===== src/rtl/uart_tx_sched_pkg.sv =====
// ---------------------------------------------------------------------------
// uart_sched_pkg
// Shared types and constants for the UART transmit scheduler.
//   sched_state_t          : scheduler FSM states (IDLE, LAUNCH, WAIT)
//   CLKS_PER_BIT_9600_50M  : clk cycles per bit for 9600 baud at 50 MHz
//   UART_FRAME_BITS        : start + 8 data + stop
// ---------------------------------------------------------------------------
package uart_sched_pkg;

  typedef enum logic [1:0] {
    IDLE   = 2'd0,
    LAUNCH = 2'd1,
    WAIT   = 2'd2
  } sched_state_t;

  localparam int CLKS_PER_BIT_9600_50M = 5208;
  localparam int UART_FRAME_BITS       = 10;

endpackage


===== src/rtl/uart_tx_sched_rr_pick.sv =====
// ---------------------------------------------------------------------------
// rr_pick
// Combinational round-robin picker. Searches upward from ptr+1 (modulo
// NUM_REQ) and returns the first requester whose req bit is set.
//   req    in  NUM_REQ : request vector
//   ptr    in  3       : index of the previous winner
//   winner out 3       : selected index (equals ptr when no request)
//   any    out 1       : at least one request present
// ---------------------------------------------------------------------------
module rr_pick #(
  parameter int NUM_REQ = 4
) (
  input  logic [NUM_REQ-1:0] req,
  input  logic [2:0]         ptr,
  output logic [2:0]         winner,
  output logic               any
);

  // Index reached by stepping 'step' places above 'base', wrapped once.
  function automatic logic [2:0] wrap_idx(input logic [2:0] base, input int step);
    int sum;
    sum = int'(base) + step;
    if (sum >= NUM_REQ) sum = sum - NUM_REQ;
    return 3'(sum);
  endfunction

  // NOTE: every variable assigned in always_comb gets a default first, so no
  // path through the block leaves it holding its old value (no latch).
  always_comb begin
    winner = ptr;
    any    = |req;
    // Walk from the farthest candidate to the nearest so the nearest set
    // bit after ptr is the last assignment and wins.
    for (int k = NUM_REQ; k >= 1; k--) begin
      for (int i = 0; i < NUM_REQ; i++) begin
        if (req[i] && (3'(i) == wrap_idx(ptr, k))) winner = 3'(i);
      end
    end
  end

endmodule


===== src/rtl/uart_tx_sched.sv =====
// ---------------------------------------------------------------------------
// uart_tx_sched
// Round-robin scheduler sharing one UART transmitter between up to eight
// byte producers. The UART has no busy feedback, so each frame is timed
// locally from the baud parameters before the next strobe is allowed.
//   clk          in  1          : system clock
//   rst_n        in  1          : asynchronous active-low reset
//   req          in  NUM_REQ    : per-requester request, held until ack
//   data_in      in  8*NUM_REQ  : byte of requester i on [8i+7:8i]
//   ack          out NUM_REQ    : one-hot, one-cycle capture pulse
//   grant_id     out 3          : index of the last granted requester
//   tx_transmit  out 1          : one-cycle strobe to the UART
//   tx_data      out 8          : byte to the UART, stable between acks
//   busy         out 1          : frame launching or in flight
// ---------------------------------------------------------------------------
module uart_tx_sched
  import uart_sched_pkg::*;
#(
  parameter int NUM_REQ        = 4,
  parameter int CLKS_PER_BIT   = CLKS_PER_BIT_9600_50M,
  parameter int BITS_PER_FRAME = UART_FRAME_BITS,
  parameter int GAP_CYCLES     = 0
) (
  input  logic                 clk,
  input  logic                 rst_n,
  input  logic [NUM_REQ-1:0]   req,
  input  logic [8*NUM_REQ-1:0] data_in,
  output logic [NUM_REQ-1:0]   ack,
  output logic [2:0]           grant_id,
  output logic                 tx_transmit,
  output logic [7:0]           tx_data,
  output logic                 busy
);

  localparam int FRAME_CYCLES = CLKS_PER_BIT * BITS_PER_FRAME;
  localparam int WAIT_LEN     = FRAME_CYCLES + GAP_CYCLES;
  localparam int CNT_W        = $clog2(WAIT_LEN + 1);

  localparam logic [CNT_W-1:0] CNT_LOAD = CNT_W'(WAIT_LEN - 1);
  localparam logic [CNT_W-1:0] CNT_ONE  = CNT_W'(1);
  localparam logic [2:0]       PTR_RST  = 3'(NUM_REQ - 1);

  sched_state_t         state, state_next;
  logic [CNT_W-1:0]     cnt;
  logic [2:0]           ptr;
  logic [2:0]           pick_id;
  logic                 pick_any;
  logic                 grant_en;
  logic                 launch;
  logic [NUM_REQ-1:0]   ack_next;
  logic [7:0]           data_sel;

  rr_pick #(
    .NUM_REQ (NUM_REQ)
  ) u_pick (
    .req    (req),
    .ptr    (ptr),
    .winner (pick_id),
    .any    (pick_any)
  );

  // One-hot ack and byte mux for the current pick.
  always_comb begin
    ack_next = '0;
    data_sel = '0;
    for (int i = 0; i < NUM_REQ; i++) begin
      if (3'(i) == pick_id) begin
        ack_next[i] = 1'b1;
        data_sel    = data_in[8*i +: 8];
      end
    end
  end

  // NOTE: sequential state uses non-blocking assignments so every register
  // samples pre-edge values regardless of block ordering.
  always_ff @(posedge clk or negedge rst_n) begin
    if (!rst_n) state <= IDLE;
    else        state <= state_next;
  end

  always_comb begin
    state_next = state;
    case (state)
      IDLE:    if (pick_any)   state_next = LAUNCH;
      LAUNCH:                  state_next = WAIT;
      WAIT:    if (cnt == '0)  state_next = IDLE;
      default:                 state_next = IDLE;
    endcase
  end

  // req only matters in IDLE; WAIT ignores it entirely.
  always_comb begin
    grant_en = (state == IDLE) && pick_any;
    launch   = (state == LAUNCH);
    busy     = (state != IDLE);
  end

  // Grant capture, strobe and frame timer. The strobe is registered off
  // LAUNCH so it trails the ack by one cycle and tx_data is already settled.
  always_ff @(posedge clk or negedge rst_n) begin
    if (!rst_n) begin
      ack         <= '0;
      grant_id    <= '0;
      tx_data     <= '0;
      tx_transmit <= 1'b0;
      ptr         <= PTR_RST;
      cnt         <= '0;
    end else begin
      ack         <= '0;
      tx_transmit <= launch;
      if (grant_en) begin
        ack      <= ack_next;
        grant_id <= pick_id;
        tx_data  <= data_sel;
        ptr      <= pick_id;
      end
      if (launch) begin
        cnt <= CNT_LOAD;
      end else if ((state == WAIT) && (cnt != '0)) begin
        cnt <= cnt - CNT_ONE;
      end
    end
  end

endmodule


===== config.mk =====
export PLATFORM = sky130hd
export DESIGN_NAME = uart_tx_sched
export DESIGN_NICKNAME = d
export VERILOG_FILES = /design/src/rtl/uart_tx_sched_pkg.sv /design/src/rtl/uart_tx_sched_rr_pick.sv /design/src/rtl/uart_tx_sched.sv
export SDC_FILE = /design/constraint.sdc
export NUM_CORES = 1
export LEC_CHECK = 0
export BUFFER_PORTS_ARGS = -buffer_cell sky130_fd_sc_hd__buf_2
export CAP_MARGIN = 5
export CORE_ASPECT_RATIO = 1.75
export CORE_UTILIZATION = 47
export DETAILED_ROUTE_END_ITERATION = 7
export PLACE_DENSITY = 0.73
export SYNTH_ARGS = -nofsm -noshare
export SYNTH_HDL_FRONTEND = slang
export SYNTH_SLANG_ARGS = --single-unit

===== constraint.sdc =====
create_clock -name clk -period 2.65 [get_ports clk]
set_clock_uncertainty 0.15 [all_clocks]
set_input_delay 0.53 -clock clk [delete_from_list [all_inputs] [get_ports clk]]
set_output_delay 0.53 -clock clk [all_outputs]
set_load 0.005 [all_outputs]

* After elaboration in Yosys (flattened, before gate mapping)
Index checks and enable logic that the tools add are counted.
** Word-level totals
- Register bits after elaboration :: 37
- Word-level logic and storage cells :: 103
- Output and inout port bits :: 17
- Bits of input ports :: 38
** Cells by class
- Magnitude comparators :: 4
- Add/sub/neg operators :: 9
- Multiplexer cells :: 34
- Reductions and logical operators :: 30
- Equal/unequal tests :: 19
** Operators by type and width (number)
- 2-to-1 mux 3 bit :: 20
- 2-to-1 mux 16 bit :: 2
- 2-to-1 mux 8 bit :: 4
- equality test 2 x 3 -> 1 bit, first input constant :: 10
- logical AND 1 bit :: 18
- greater-or-equal comparator 4 x 3 -> 1 bit, second input constant :: 4
- logical NOT 16 bit :: 1
- nonzero test 16 bit :: 1
- subtractor 16 x 1 -> 16 bit, second input constant :: 1
- equality test 1 x 3 -> 1 bit, first input constant :: 5
- logical NOT 3 bit :: 5
- subtractor 3 bit, second input constant :: 4
- adder 3 x 2 -> 4 bit, second input constant :: 2
- case mux 2 bit (3 select lines) :: 1
- adder 3 x 1 -> 4 bit, second input constant :: 1
- adder 3 x 3 -> 4 bit, second input constant :: 1
- 2-to-1 mux 1 bit :: 4
- 2-to-1 mux 2 bit :: 2
- 2-to-1 mux 4 bit :: 1
- inequality test 2 bit, second input constant :: 2
- nonzero test 2 bit :: 2
- OR reduction 4 bit :: 1
- equality test 2 x 1 -> 1 bit, second input constant :: 1
- equality test 2 bit, second input constant :: 1
- 2 further kinds :: 2

* Depth between registers and ports, before layout
- Word-level depth :: 26
- Gate-level depth with buffers :: 12
- Mapped depth without buffers :: 9

* Cells and area by module
A second synthesis with hierarchy kept.
** Second synthesis, totals
- Cells, all modules :: 238
- Area total of the unflattened synthesis :: 2169.6 um^2
** By module, submodules not included
- uart_tx_sched :: area each 1904.3 um^2, cells each 200, times used 1, sequential area each 903.4 um^2
- rr_pick :: area each 265.3 um^2, cells each 38, times used 1, sequential area each 0.0 um^2

* Worst setup path before layout
No wires, ideal clock.
- Path type :: register to register
- From :: register grant_id[2] (netlist name)
- To :: register tx_data[6]
- Required time :: 2374 ps
- Path buffers :: 3
- Slack :: -97 ps
- Arrival time :: 2471 ps
- Cell stages (with the launch flop) :: 13
- Setup time :: 126 ps
- Clock period less this slack :: 2747 ps
- Path through :: dfrtp_1 clkbuf_1 inv_1 ha_1 nand2b_1 a21oi_1 o211ai_1 o21ai_1 nand2b_1 buf_2 clkbuf_1 o22ai_1 a221o_1
** RTL lines
- end signal: assignment :: line uart_tx_sched.sv:114 : tx_data <= data_sel;
- end: declaration :: line uart_tx_sched.sv:31 : output logic [7:0] tx_data,

* Final worst setup path
- From :: register ptr[0]
- To :: register tx_data[3]
** Between the ends
- Cells in the longest elaborated chain, start to end :: 26
- Elaborated cells between the ends (all ways) :: 72
- Those cells by class :: add/sub (8); order compare (4); eq/ne (15); mux (24); reduce/logical (21)
** RTL lines
- start: declaration :: line uart_tx_sched.sv:45 : logic [2:0] ptr;
- start signal: assignment :: line uart_tx_sched.sv:115 : ptr <= pick_id;
- adder 3 x 3 -> 4 bit :: line uart_tx_sched_rr_pick.sv:22 : sum = int'(base) + step;
- greater-or-equal comparator 4 x 3 -> 1 bit or subtractor 3 bit (tied branches) :: line uart_tx_sched_rr_pick.sv:23 : if (sum >= NUM_REQ) sum = sum - NUM_REQ;
- 2-to-1 mux 3 bit :: line uart_tx_sched_rr_pick.sv:23
- logical NOT 3 bit :: line uart_tx_sched_rr_pick.sv:36 : if (req[i] && (3'(i) == wrap_idx(ptr, k))) winner = 3'(i);
- logical AND 1 bit :: line uart_tx_sched_rr_pick.sv:36
- 2-to-1 mux 3 bit (15 in series) :: line uart_tx_sched_rr_pick.sv:36
- 2-to-1 mux 3 bit (*) :: line uart_tx_sched_rr_pick.sv:36
- logical NOT 3 bit :: line uart_tx_sched.sv:67 : if (3'(i) == pick_id) begin
- 2-to-1 mux 8 bit (3 in series) :: line uart_tx_sched.sv:67
- 2-to-1 mux 8 bit (*) :: line uart_tx_sched.sv:67
Mark *: on every way between the ends. The rest lies on a longest branch, timed or not.
A chain may end at the register's enable or synchronous reset.

==> results.toml <==
[critical_path]
timing.critical_path.slowest_cell_delay_ns = 0.53
end_kind = "register"
timing.critical_path.fanout_max = 6
critical-path-slowest-cell = "sky130_fd_sc_hd__dfstp_2"
critical_path_arrival_ns = 2.56
critPathKind = "reg -> reg"
worst-endpoint-required_ns = 2.66
critical_path_source_type = "register"
cp_cell_instances = "and2_1, ha_1, nand2b_1, a221oi_2, o221ai_2, nand3_2, o311a_4, o21a_1, a221o_1"

[synthesis]
synthArstFlopShare = 1.00
syn_area_per_cell_sq_um = 9.55
number_of_flops_mapped_to_enable_cells_by_yosys = 0
synth_flop_cell = "sky130_fd_sc_hd__dfrtp_1"
synthDistinctLibCells = 50
synth_area_sq_um = 2090
number_of_cells_produced_by_synthesis = 219
synth_area_leader_cell = "sky130_fd_sc_hd__dfrtp_1"
ys_ff_latch = 36
synthesis.yosys.warnings = 0
synthesis.nets = 259
synth_top_cell_area_share = 0.407
synth.top_cells.by_area = "sky130_fd_sc_hd__dfrtp_1 41%, sky130_fd_sc_hd__mux2i_1 6.2%, sky130_fd_sc_hd__a221o_1 3.8%"
ys_seq_area_frac = 0.432

[clock_tree]
clock_sinks = 36
cts-hold-fix-buffers = 0
tritoncts = "yes"
number_of_buffers_created_by_cts = 5
path_clk_slew_ns = 0.07
cts-root-buf = "sky130_fd_sc_hd__clkbuf_8"
htree_num_levels = 2
worstSkewPairLatency_ns = 0.28
clock_tree.buffer_depth = 2

[power]
max_vdd_drop_uv = 723
proportion_of_power_drawn_by_flip_flops_and_latches = 0.292
power.density_nw_per_um2 = 1060
combPwrFrac = 0.560
p_sw_frac = 0.413
power_leakage_nw = 1.19
totalPowerFinal_w = 0.00277
internal_power_of_the_cells_w = 0.00162
power_switching_w = 0.00114
clkPwrFrac = 0.148

[sta]
post-route-period-util = 0.962
final_period_minus_worst_setup_slack_ns = 2.55
setup-violations-final = 0
timing_hold_violations_final = 0
max_slew_margin = 0.463
fmax_ghz = 0.392
finalHoldWorstSlack_ns = 0.180
finalSetupTns_ns = 0
maxSlewViolCount = 0
worst_pin_slew_ns = 0.805

[route]
drt_pass1_iterations = 5
route.detailed.drc = 0
detail-route-antenna-nets = 0
avgViaCountPerCell = 5.76
drt_iter0_markers = 32
post_dr_wirelength_cell_um = 16.0
postRouteWirelength_um = 5260
total_vias_in_the_final_route = 1895

[outcome]
run_status = "complete, no violations"

[layout]
fin_nets = 319
antenna_cells = 0
layout-drive-gt1-share = 0.346
syn2layout_area_growth_pct = 24.8
finalInstanceArea_sq_um = 2610

[place]
port_buffers = 54
gpl.final_weighted_congestion = 0.903
dpl.hpwl_um = 3990
dpl_cell_area_sq_um = 2440

[floorplanning]
boundaryPins = 55
fp.dieW_um = 52.4
die_h_um = 90.3
initial_utilization = 0.499
rows = 31
core_sq_um = 4190
design.die.area_sq_um = 4730

[run]
drv.max_cap_violation_count = 0

[grt]
largest_net_degree_at_the_start_of_global_routing = 37
overflow = 0
gr-usage-all-layers = 0.238
antenna_found_initial = 0
grt_pass1_wl_um = 8490
grt_pass1_vias = 1928

[worst_hold_path]
timing.hold.worst.class = "in -> async"
[cell usage after synthesis (all sizes together), types with 3 or more instances]
cell type / n
xnor2: 4
nor2b: 4
o21a: 6
a221o: 8
dfrtp: 34
nor2: 19
nor4: 5
a211oi: 3
clkbuf: 6
and2: 8
a21oi: 11
buf: 6
o22ai: 7
inv: 10
or2: 3
nor3: 8
nand2b: 4
nand3: 5
mux2i: 13
o21ai: 9
nand2: 19
[worst paths after layout]
kind	to	slack [ns]	cells after the start	startpoint
max	tx_data[3]	0.10	9	ptr[0]
min	cnt[3]	0.18	1	rst_n
max reg2reg	tx_data[3]	0.10	9	ptr[0]
min reg2reg	cnt[7]	0.34	1	cnt[7]
max in group asynchronous	tx_data[7]	1.66	1	rst_n
min in group clk	tx_data[5]	0.32	2	data_in[29]
[cell families (layout without fill, tap and decap cells)]
group | after synthesis | in the layout | synth area share
adders and majority gates | 2 | 2 | 0.0120
DFF | 36 | 36 | 0.432
xor gates and xnor gates | 6 | 6 | 0.0251
and+or+nand+nor | 81 | 81 | 0.222
muxes | 13 | 13 | 0.0622
AOI/OAI and AO/OA | 58 | 58 | 0.196
buffers and inverters | 23 | 84 | 0.0502
[worst max-delay path: cells and delay by family (launching register included)]
kind,cells,cell delay (ns)
AO/OA/AOI/OAI,5,1.13
flip-flops,1,0.53
AND/OR/NAND/NOR,3,0.44
adder cells (fa/ha/maj),1,0.18
[power by group through the flow]
stage	combinational, W	clock [W]	sequential, W
after floorplan	0.00100	0	0.000818
after global placement	0.00142	0	0.000812
after detailed placement	0.00144	0	0.000816
after CTS	0.00145	0.000417	0.000810
after global routing	0.00170	0.000440	0.000830
final	0.00155	0.000410	0.000809
[metrics by stage]
step | std cells | setup WS [ns] | utilization
finish | 329 | 0.101 | 0.623
global route | 329 | -0.000534 | 0.623
CTS | 329 | 0.0621 | 0.606
detailed placement | 321 | -0.0897 | 0.583
global placement | 321 | -0.0236 | 0.583
floorplan | 219 | 0.0137 | -
[metal layers]
| metal | wire length, um | share of wire | track usage | up-vias |
|---|---|---|---|---|
| li1 | - | - | - | 916 |
| met1 | 1880 | 0.36 | 0.244 | 903 |
| met2 | 3070 | 0.58 | 0.445 | 64 |
| met3 | 213 | 0.041 | 0.0471 | 12 |
| met4 | 89 | 0.017 | 0.0877 | 0 |
| met5 | 0 | 0 | 0 | - |
[sequential cells by signal, summed over array words and instances (netlist names)]
register,count
tx_data,8
ack,4
state,2
tx_transmit,1
ptr,2
cnt,16
grant_id,3
[placed cells by master, fill, tap and decap left out, drive strengths merged, types with 2 or more instances in the layout]
master,n
o211ai,2
or2,3
inv,10
dfstp,2
buf,65
dfrtp,34
or4,2
a221o,8
xnor2,4
nand2b,4
and2,8
nor3,8
mux2i,13
nor4,5
o21a,6
a21o,2
nand3,5
nor2b,4
clkbuf,7
a31oi,2
a21oi,11
o22ai,7
o21ai,9
nor2,19
a211oi,3
nand2,19
xor2,2
ha,2
[layout make-up]
cell class	count	area (sq um)
Fill cell	378	1580
Timing Repair Buffer	65	357
Inverter	11	41.3
Clock inverter	1	7.51
Multi-Input combinational cell	160	1150
Sequential cell	36	903
Tap cell	49	61.3
Clock buffer	7	86.3
[repair_timing]
action,4_1_cts,5_1_grt
pin swaps,0,3
setup buffers,0,0
cloned,0,0
resized for setup,1,12
endpoints found under the setup margin,6,6
Power figures use the tool's default switching activity.
